<file path="src/rtl/spu_fwd_pkg.sv">
// Shared types for the SPU operand-forwarding controller: mux select encoding,
// scoreboard entry layout and the latency clamp used at insertion.
package spu_fwd_pkg;

    localparam int unsigned ADDR_W  = 7;
    localparam int unsigned LAT_W   = 3;
    localparam int unsigned MAX_LAT = 7;

    typedef enum logic [1:0] {
        FWD_RF   = 2'b00,
        FWD_NEAR = 2'b01,
        FWD_WB   = 2'b10
    } fwd_sel_t;

    typedef struct packed {
        logic              valid;
        logic [ADDR_W-1:0] rt;
        logic [LAT_W-1:0]  lat;
    } sb_entry_t;

    // Zero latency behaves as one cycle; anything past the deepest slot is capped.
    function automatic logic [LAT_W-1:0] clamp_lat(input logic [LAT_W-1:0] lat,
                                                   input int unsigned max_lat);
        if (lat == '0)
            return LAT_W'(1);
        else if (32'(lat) > max_lat)
            return LAT_W'(max_lat);
        else
            return lat;
    endfunction

endpackage

</file>
<file path="src/rtl/spu_fwd_lookup.sv">
// Priority search of the scoreboard for one source register; the youngest
// (lowest-slot) match alone decides the select and readiness.
// Near-bus forwarding is compiled in only when SPU_FWD_NEAR_EN is defined.
module spu_fwd_lookup
    import spu_fwd_pkg::*;
#(
    parameter int unsigned NSLOT = MAX_LAT + 1
) (
    input  logic [ADDR_W-1:0] i_addr,
    input  sb_entry_t         i_sb [1:NSLOT],
    output fwd_sel_t          o_sel_c,
    output logic              o_ready_c
);

    // Walk oldest to youngest so the youngest matching slot is written last.
    always_comb begin
        o_sel_c   = FWD_RF;
        o_ready_c = 1'b1;
        for (int unsigned k = NSLOT; k >= 1; k--) begin
            if (i_sb[k].valid && (i_sb[k].rt == i_addr)) begin
`ifdef SPU_FWD_NEAR_EN
                if (k < 32'(i_sb[k].lat)) begin
                    o_sel_c   = FWD_RF;
                    o_ready_c = 1'b0;
                end else if (k == 32'(i_sb[k].lat)) begin
                    o_sel_c   = FWD_NEAR;
                    o_ready_c = 1'b1;
                end else if (k == 32'(i_sb[k].lat) + 32'd1) begin
`else
                if (k <= 32'(i_sb[k].lat)) begin
                    o_sel_c   = FWD_RF;
                    o_ready_c = 1'b0;
                end else if (k == 32'(i_sb[k].lat) + 32'd1) begin
`endif
                    o_sel_c   = FWD_WB;
                    o_ready_c = 1'b1;
                end else begin
                    o_sel_c   = FWD_RF;
                    o_ready_c = 1'b1;
                end
            end
        end
    end

endmodule

</file>
<file path="src/rtl/spu_fwd_ctrl.sv">
// Operand-forwarding controller: shift-register scoreboard of in-flight writes,
// per-source forwarding selects and issue stall. Optional macro: SPU_FWD_NEAR_EN.
module spu_fwd_ctrl
    import spu_fwd_pkg::*;
#(
    parameter int unsigned addrWidth = ADDR_W,
    parameter int unsigned maxLat    = MAX_LAT
) (
    input  logic                 clk,
    input  logic                 reset,
    input  logic                 issue_valid,
    input  logic                 issue_we,
    input  logic [addrWidth-1:0] issue_rt,
    input  logic [2:0]           issue_lat,
    input  logic [addrWidth-1:0] ra_addr,
    input  logic [addrWidth-1:0] rb_addr,
    output fwd_sel_t             ra_sel,
    output fwd_sel_t             rb_sel,
    output logic                 stall
);

    localparam int unsigned NSLOT = maxLat + 1;

    sb_entry_t r_sb [1:NSLOT];
    sb_entry_t w_new;
    logic      w_ra_ready;
    logic      w_rb_ready;
    logic      w_ins;

    spu_fwd_lookup #(.NSLOT(NSLOT)) u_lookup_ra (
        .i_addr    (ADDR_W'(ra_addr)),
        .i_sb      (r_sb),
        .o_sel_c   (ra_sel),
        .o_ready_c (w_ra_ready)
    );

    spu_fwd_lookup #(.NSLOT(NSLOT)) u_lookup_rb (
        .i_addr    (ADDR_W'(rb_addr)),
        .i_sb      (r_sb),
        .o_sel_c   (rb_sel),
        .o_ready_c (w_rb_ready)
    );

    assign stall = issue_valid & ~(w_ra_ready & w_rb_ready);
    assign w_ins = issue_valid & issue_we & ~stall;

    // Entry loaded into slot 1; a bubble when nothing is accepted.
    always_comb begin
        w_new = '0;
        if (w_ins) begin
            w_new.valid = 1'b1;
            w_new.rt    = ADDR_W'(issue_rt);
            w_new.lat   = clamp_lat(LAT_W'(issue_lat), maxLat);
        end
    end

    // Unconditional shift; an entry dies on the move that would land it in slot lat+2.
    always_ff @(posedge clk) begin
        if (reset) begin
            for (int unsigned k = 1; k <= NSLOT; k++)
                r_sb[k] <= '0;
        end else begin
            r_sb[1] <= w_new;
            for (int unsigned k = 2; k <= NSLOT; k++)
                r_sb[k] <= '{valid: r_sb[k-1].valid && (32'(r_sb[k-1].lat) + 32'd1 >= k),
                             rt:    r_sb[k-1].rt,
                             lat:   r_sb[k-1].lat};
        end
    end

endmodule

</file>
<file path="config.mk">
export PLATFORM = sky130hd
export DESIGN_NAME = spu_fwd_ctrl
export DESIGN_NICKNAME = d
export VERILOG_FILES = /design/src/rtl/spu_fwd_pkg.sv /design/src/rtl/spu_fwd_lookup.sv /design/src/rtl/spu_fwd_ctrl.sv
export SDC_FILE = /design/constraint.sdc
export NUM_CORES = 1
export LEC_CHECK = 0
export BUFFER_PORTS_ARGS = -buffer_cell sky130_fd_sc_hd__buf_2
export CAP_MARGIN = 30
export CORE_ASPECT_RATIO = 2
export CORE_MARGIN = 2
export CORE_UTILIZATION = 47
export CTS_CLUSTER_SIZE = 12
export DETAILED_ROUTE_END_ITERATION = 6
export HOLD_SLACK_MARGIN = 0.03
export REMOVE_ABC_BUFFERS = 1
export SLEW_MARGIN = 20
export SYNTH_ARGS = -nofsm -noshare
export SYNTH_HDL_FRONTEND = slang
export SYNTH_SLANG_ARGS = --single-unit
</file>
<file path="constraint.sdc">
create_clock -name clk -period 4.6 [get_ports clk]
set_input_delay 1.38 -clock clk [delete_from_list [all_inputs] [get_ports clk]]
set_output_delay 1.38 -clock clk [all_outputs]
set_load 0.02 [all_outputs]
</file>
## After elaboration in Yosys (flattened, before gate mapping)

Index checks and enable logic that the tools add are counted.

- Register bits: 88
- Memory bits (read-only): 0
- Input port bits: 28
- Memory bits (writable): 0
- Bits in latches: 0
- Memories: 0

- Order comparisons: 14
- Bitwise logic cells: 7
- Divide/modulo/power cells: 0
- $add $sub $neg: 8
- Multiply operators: 0
- Shifts and indexed selects: 0
- Reductions and logical operators: 26
- Mux-type cells: 54
- Eq/ne operators: 24

Operators by type and width:

| kind | count |
|---|---|
| equality test 3 x 32 -> 1 bit (first input constant) | 4 |
| greater-or-equal comparator 32 x 3 -> 1 bit (second input constant) | 4 |
| equality test 7 bit | 16 |
| equality test 2 x 32 -> 1 bit (first input constant) | 2 |
| greater-or-equal comparator 32 x 2 -> 1 bit (second input constant) | 2 |
| 2-to-1 mux 2 bit | 31 |
| adder 3 x 1 -> 4 bit (second input constant) | 8 |
| equality test 1 x 32 -> 1 bit (first input constant) | 1 |
| equality test 4 x 32 -> 1 bit (first input constant) | 1 |
| greater-or-equal comparator 32 x 4 -> 1 bit (second input constant) | 1 |
| logical AND 1 bit | 23 |
| 2-to-1 mux 1 bit | 21 |
| <= comparator 3 bit (first input constant) | 4 |
| 2-to-1 mux 11 bit | 1 |
| <= comparator 2 x 3 -> 1 bit (first input constant) | 2 |
| bitwise AND 1 bit | 4 |
| <= comparator 1 x 3 -> 1 bit (first input constant) | 1 |
| zero test 3 bit | 1 |
| 2-to-1 mux 3 bit | 1 |
| NOT 1 bit | 3 |
| OR reduction 3 bit | 1 |
| OR reduction 2 bit | 1 |

## Logic depth before layout (Yosys ltp)

- Word-level depth: 16
- Depth in mapped cells: 9
- Gate-level depth less buffers: 8

## By module

From an unflattened synthesis, not the netlist that was laid out.

- Cell total of the unflattened synthesis: 463
- Area total of the unflattened synthesis: 4,426.7 um^2

Modules (own cells, without submodules):

| module | area an instance (um^2) | sequential area each (um^2) | cells an instance | instances |
|---|---|---|---|---|
| spu_fwd_ctrl | 2,499.9 | 1,761.7 | 205 | 1 |
| spu_fwd_lookup | 963.4 | 0.0 | 129 | 2 |

## Worst setup path before layout

OpenSTA, ideal clock, no wires.

- Path kind: input to output
- From: in rb_addr[1]
- To: out stall
- Cell stages on the path: 8
- Required time: 3.220 ns
- Data arrival time: 3.025 ns
- Buffers on the path: 1
- Slack: 0.195 ns
- Cell sequence: buf_2 -> xnor2_1 -> nand2_1 -> or4_4 -> a211oi_2 -> o211ai_1 -> a22o_1 -> and2_1

- Longest elaborated chain between the ends: 12

Ends and longest elaborated chain:

| element | RTL line | text |
|---|---|---|
| from (decl) | spu_fwd_ctrl.sv:16 | `input logic [addrWidth-1:0] rb_addr,` |
| equality test 7 bit | spu_fwd_lookup.sv:20 | `if (i_sb[k].valid && (i_sb[k].rt == i_addr)) begin` |
| logical AND 1 bit | spu_fwd_lookup.sv:20 |  |
| 2-to-1 mux 1 bit (6 in a row) | spu_fwd_lookup.sv:20 |  |
| 2-to-1 mux 1 bit * | spu_fwd_lookup.sv:20 |  |
| bitwise AND 1 bit * | spu_fwd_ctrl.sv:44 | `assign stall = issue_valid & ~(w_ra_ready & w_rb_ready);` |
| NOT 1 bit * | spu_fwd_ctrl.sv:44 |  |
| bitwise AND 1 bit * | spu_fwd_ctrl.sv:44 |  |
| to (decl) | spu_fwd_ctrl.sv:19 | `output logic stall` |

Mark *: on every way between the ends. The rest lies on a longest branch, timed or not.

## Worst setup path after layout

- From: in rb_addr[6]
- To: out stall

The elaborated chain is that of the path after synthesis.

==> impl_metrics.env <==
export IMPL_status="completed"
export IMPL_wl_per_cell_microns=16.9
export IMPL_clock_sinks=88
export IMPL_start_util=0.483
export IMPL_rsz0062_at_grt="true"
export IMPL_dieArea_sq_um=10000
export IMPL_clkPwrFrac=0.427
export IMPL_intPower_mw=1.25
export IMPL_tightest_slew_ps=733
export IMPL_dp_slack_ps=-47.5
export IMPL_synth_main_ff_cell="dfxtp_1"
export IMPL_antenna_found_initial=0
export IMPL_final_cell_mix="dfxtp_1, xnor2_1, nor2b_1"
export IMPL_grt_pass1_wl_microns=16100
export IMPL_power_leakage_nw=2.03
export IMPL_largest_reg_flops=88
export IMPL_final_setup_worst_slack_ps=7.81
export IMPL_synthTopCellsByArea="dfxtp_1, xnor2_1, nor2b_1"
export IMPL_multi_input_area_sq_um=2570
export IMPL_area_growth_pct=22.2
export IMPL_cts_buffers=9
export IMPL_totalWireLength_microns=10300
export IMPL_path_cells="buf_8 > xnor2_4 > nand3_2 > or4_4 > a211oi_2 > o211ai_1 > a22o_1 > and2_4 > buf_6"
export IMPL_drv_cap=0
export IMPL_irDropWorstVdd_v=0.000224
export IMPL_fin_skew_ps=4.20
export IMPL_swShare=0.230
export IMPL_htree_levels=3
export IMPL_synthDistinctLibCells=45
export IMPL_detail_route_antenna_nets=0
export IMPL_rr_startpoint="r_sb[30]$_SDFF_PP0_"
export IMPL_instances_no_fill=610
export IMPL_n_antenna_cell=0
export IMPL_grt_max_degree=40
export IMPL_min_from="r_sb[44]$_SDFF_PP0_"
export IMPL_synth_top_area_cell="dfxtp_1"
export IMPL_r2r_cells=8
export IMPL_dpl_hpwl_microns=7950
export IMPL_final_core_util=0.590
export IMPL_synth_top_cell_area_share=0.408
export IMPL_critPathRequiredTime_ps=3220
export IMPL_postLayoutCellArea_sq_um=5280
export IMPL_switching_power_mw=0.376
export IMPL_gp_congestion=0.864
export IMPL_cts_hold_buf=0
export IMPL_yosys_warnings=0
export IMPL_drc=0
export IMPL_hp_class="flip-flop to flip-flop"
export IMPL_gr_total_overflow=0
export IMPL_p_seq_frac=0.475
export IMPL_nFillCells=780
export IMPL_min_period_ps=4590
export IMPL_pwr_share_comb=0.098
export IMPL_cp_max_fo=3
export IMPL_reg2reg_slack_ps=2180
export IMPL_die_h_microns=140
export IMPL_crit_end="stall"
export IMPL_final_common_cell="dfxtp_1"
export IMPL_cp_num_buf_inv=2
export IMPL_report_final_hold_viol_count=0
export IMPL_vias=3208
export IMPL_dpl_instance_area_sq_um=4670
export IMPL_synth_yosys_seq_area_share=0.408
export IMPL_clk_latency_ps=340
export IMPL_max_stage_delay_ps=550
export IMPL_netlist_area_sq_um=4320
export IMPL_vias_per_cell=5.26
export IMPL_die_w_microns=71.8
export IMPL_worst_path_stages=9
export IMPL_fp_row_count=49
export IMPL_slew_limit_headroom=0.512
export IMPL_start_kind="primary input"
export IMPL_regMostFlops="r_sb"
export IMPL_setup_violations=0
export IMPL_syn_area_per_cell_sq_um=9.52
export IMPL_synthCells=454
export IMPL_drt_iter0_markers=125
export IMPL_top_regs="r_sb: 88 flops"
export IMPL_clk_pin_slew_ps=60
export IMPL_place_inst=590
export IMPL_power_density_nw_per_um2=309
export IMPL_root_buffer="clkbuf_16"
export IMPL_worstSetupPathType="primary input to primary output"
export IMPL_synth_edf_count=0
export IMPL_drt_pass1_iter_count=4
export IMPL_io_buffers=30
export IMPL_arrival_ps=3210
export IMPL_clock_fmax_mhz=218
export IMPL_r2r_end="r_sb[77]$_SDFF_PP0_"
export IMPL_nets=537
export IMPL_drive_above_1_share=0.248
export IMPL_grt_pass1_vias=3283
export IMPL_maxSlewViolCount=0
export IMPL_critPathTopFamily="simple AND/OR/NAND/NOR gates"
export IMPL_pin_count=33
export IMPL_async_flop_share=0
export IMPL_fin_crit_sh=0.998
export IMPL_track_usage=0.217
export IMPL_seqCellArea_sq_um=1760
export IMPL_cts_tree="built"
export IMPL_timing_critical_path_slowest_stage_cell="or4_4"
export IMPL_core_area_sq_um=8950
export IMPL_startpoint="rb_addr[6]"
export IMPL_ys_ff_latch=88
export IMPL_clock_path_buffers=2
export IMPL_cp_end_kind="primary output"
==> logic make-up (layout without fill, tap and decap cells) <==
logic type      after synthesis  count (layout)  share of synthesized area
fa+ha+maj                     4               4                     0.0116
mux                           8               8                     0.0194
other cells                   1               2                   0.000868
flops                        88              88                      0.408
buf+inv                      40              93                     0.0458
simple gates                175             175                      0.245
compound gates               26              26                     0.0408
xor+xnor                    112             112                      0.229
==> layer usage <==
| layer | global-route usage | vias up | wire, microns |
|---|---|---|---|
| li1 | - | 1601 | - |
| met1 | 0.202 | 1509 | 3520 |
| met2 | 0.422 | 67 | 6020 |
| met3 | 0.0420 | 31 | 265 |
| met4 | 0.113 | 0 | 522 |
| met5 | 0 | - | 0 |
==> synthesized netlist by cell type, drive strengths merged, types with 2 or more instances <==
cell / n
a21oi: 6
nor3: 18
mux2i: 5
clkbuf: 9
xor2: 26
nor3b: 4
buf: 17
and3: 2
nand3: 10
and2: 3
mux2: 3
xnor2: 86
nand4: 22
inv: 14
nand2: 8
nor4: 9
a21o: 3
a2111oi: 3
nor2: 20
dfxtp: 88
nor2b: 69
a211oi: 2
ha: 4
o21ai: 6
or2: 2
==> how the worst min path moves through the flow <==
stage	endpoint	slack, ps	depth (start not counted)
finish	r_sb[33]$_SDFF_PP0_	460	1
global route	r_sb[11]$_SDFF_PP0_	480	1
floorplan	r_sb[33]$_SDFF_PP0_	440	1
CTS	r_sb[11]$_SDFF_PP0_	460	1
global placement	r_sb[34]$_SDFF_PP0_	450	1
detailed placement	r_sb[11]$_SDFF_PP0_	450	1
==> per-stage QoR <==
| step | TNS, ps | hold slack (ps) | power (mW) |
|---|---|---|---|
| 2_1_floorplan | 0 | 438 | 0.855 |
| 3_5_place_dp | -53.4 | 454 | 0.929 |
| 3_3_place_gp | -126 | 445 | 0.928 |
| 6_report | 0 | 462 | 1.63 |
| 5_1_grt | -108 | 479 | 1.69 |
| 4_1_cts | 0 | 465 | 1.62 |
==> area by class of cell <==
| cell class | count | share of cell area |
|---|---|---|
| Multi-Input combinational cell | 327 | 0.488 |
| Sequential cell | 88 | 0.334 |
| Inverter | 14 | 0.00995 |
| Clock inverter | 5 | 0.00948 |
| Timing Repair Buffer | 65 | 0.0926 |
| Clock buffer | 9 | 0.0426 |
| Tap cell | 102 | 0.0242 |
==> power by group through the flow <==
stage | clock network, mW | registers (mW) | logic [mW]
after floorplan | 0 | 0.790 | 0.0648
after global placement | 0 | 0.791 | 0.137
after detailed placement | 0 | 0.791 | 0.138
after CTS | 0.709 | 0.774 | 0.142
after global routing | 0.740 | 0.775 | 0.172
final | 0.696 | 0.774 | 0.160
==> timing repair <==
action                     4_1_cts  5_1_grt
setup endpoints to repair        2        3
setup buffers                    0        6
pin swaps                        1       19
gates resized for setup          9       51
Note: power is estimated with default switching activity, not from simulation.
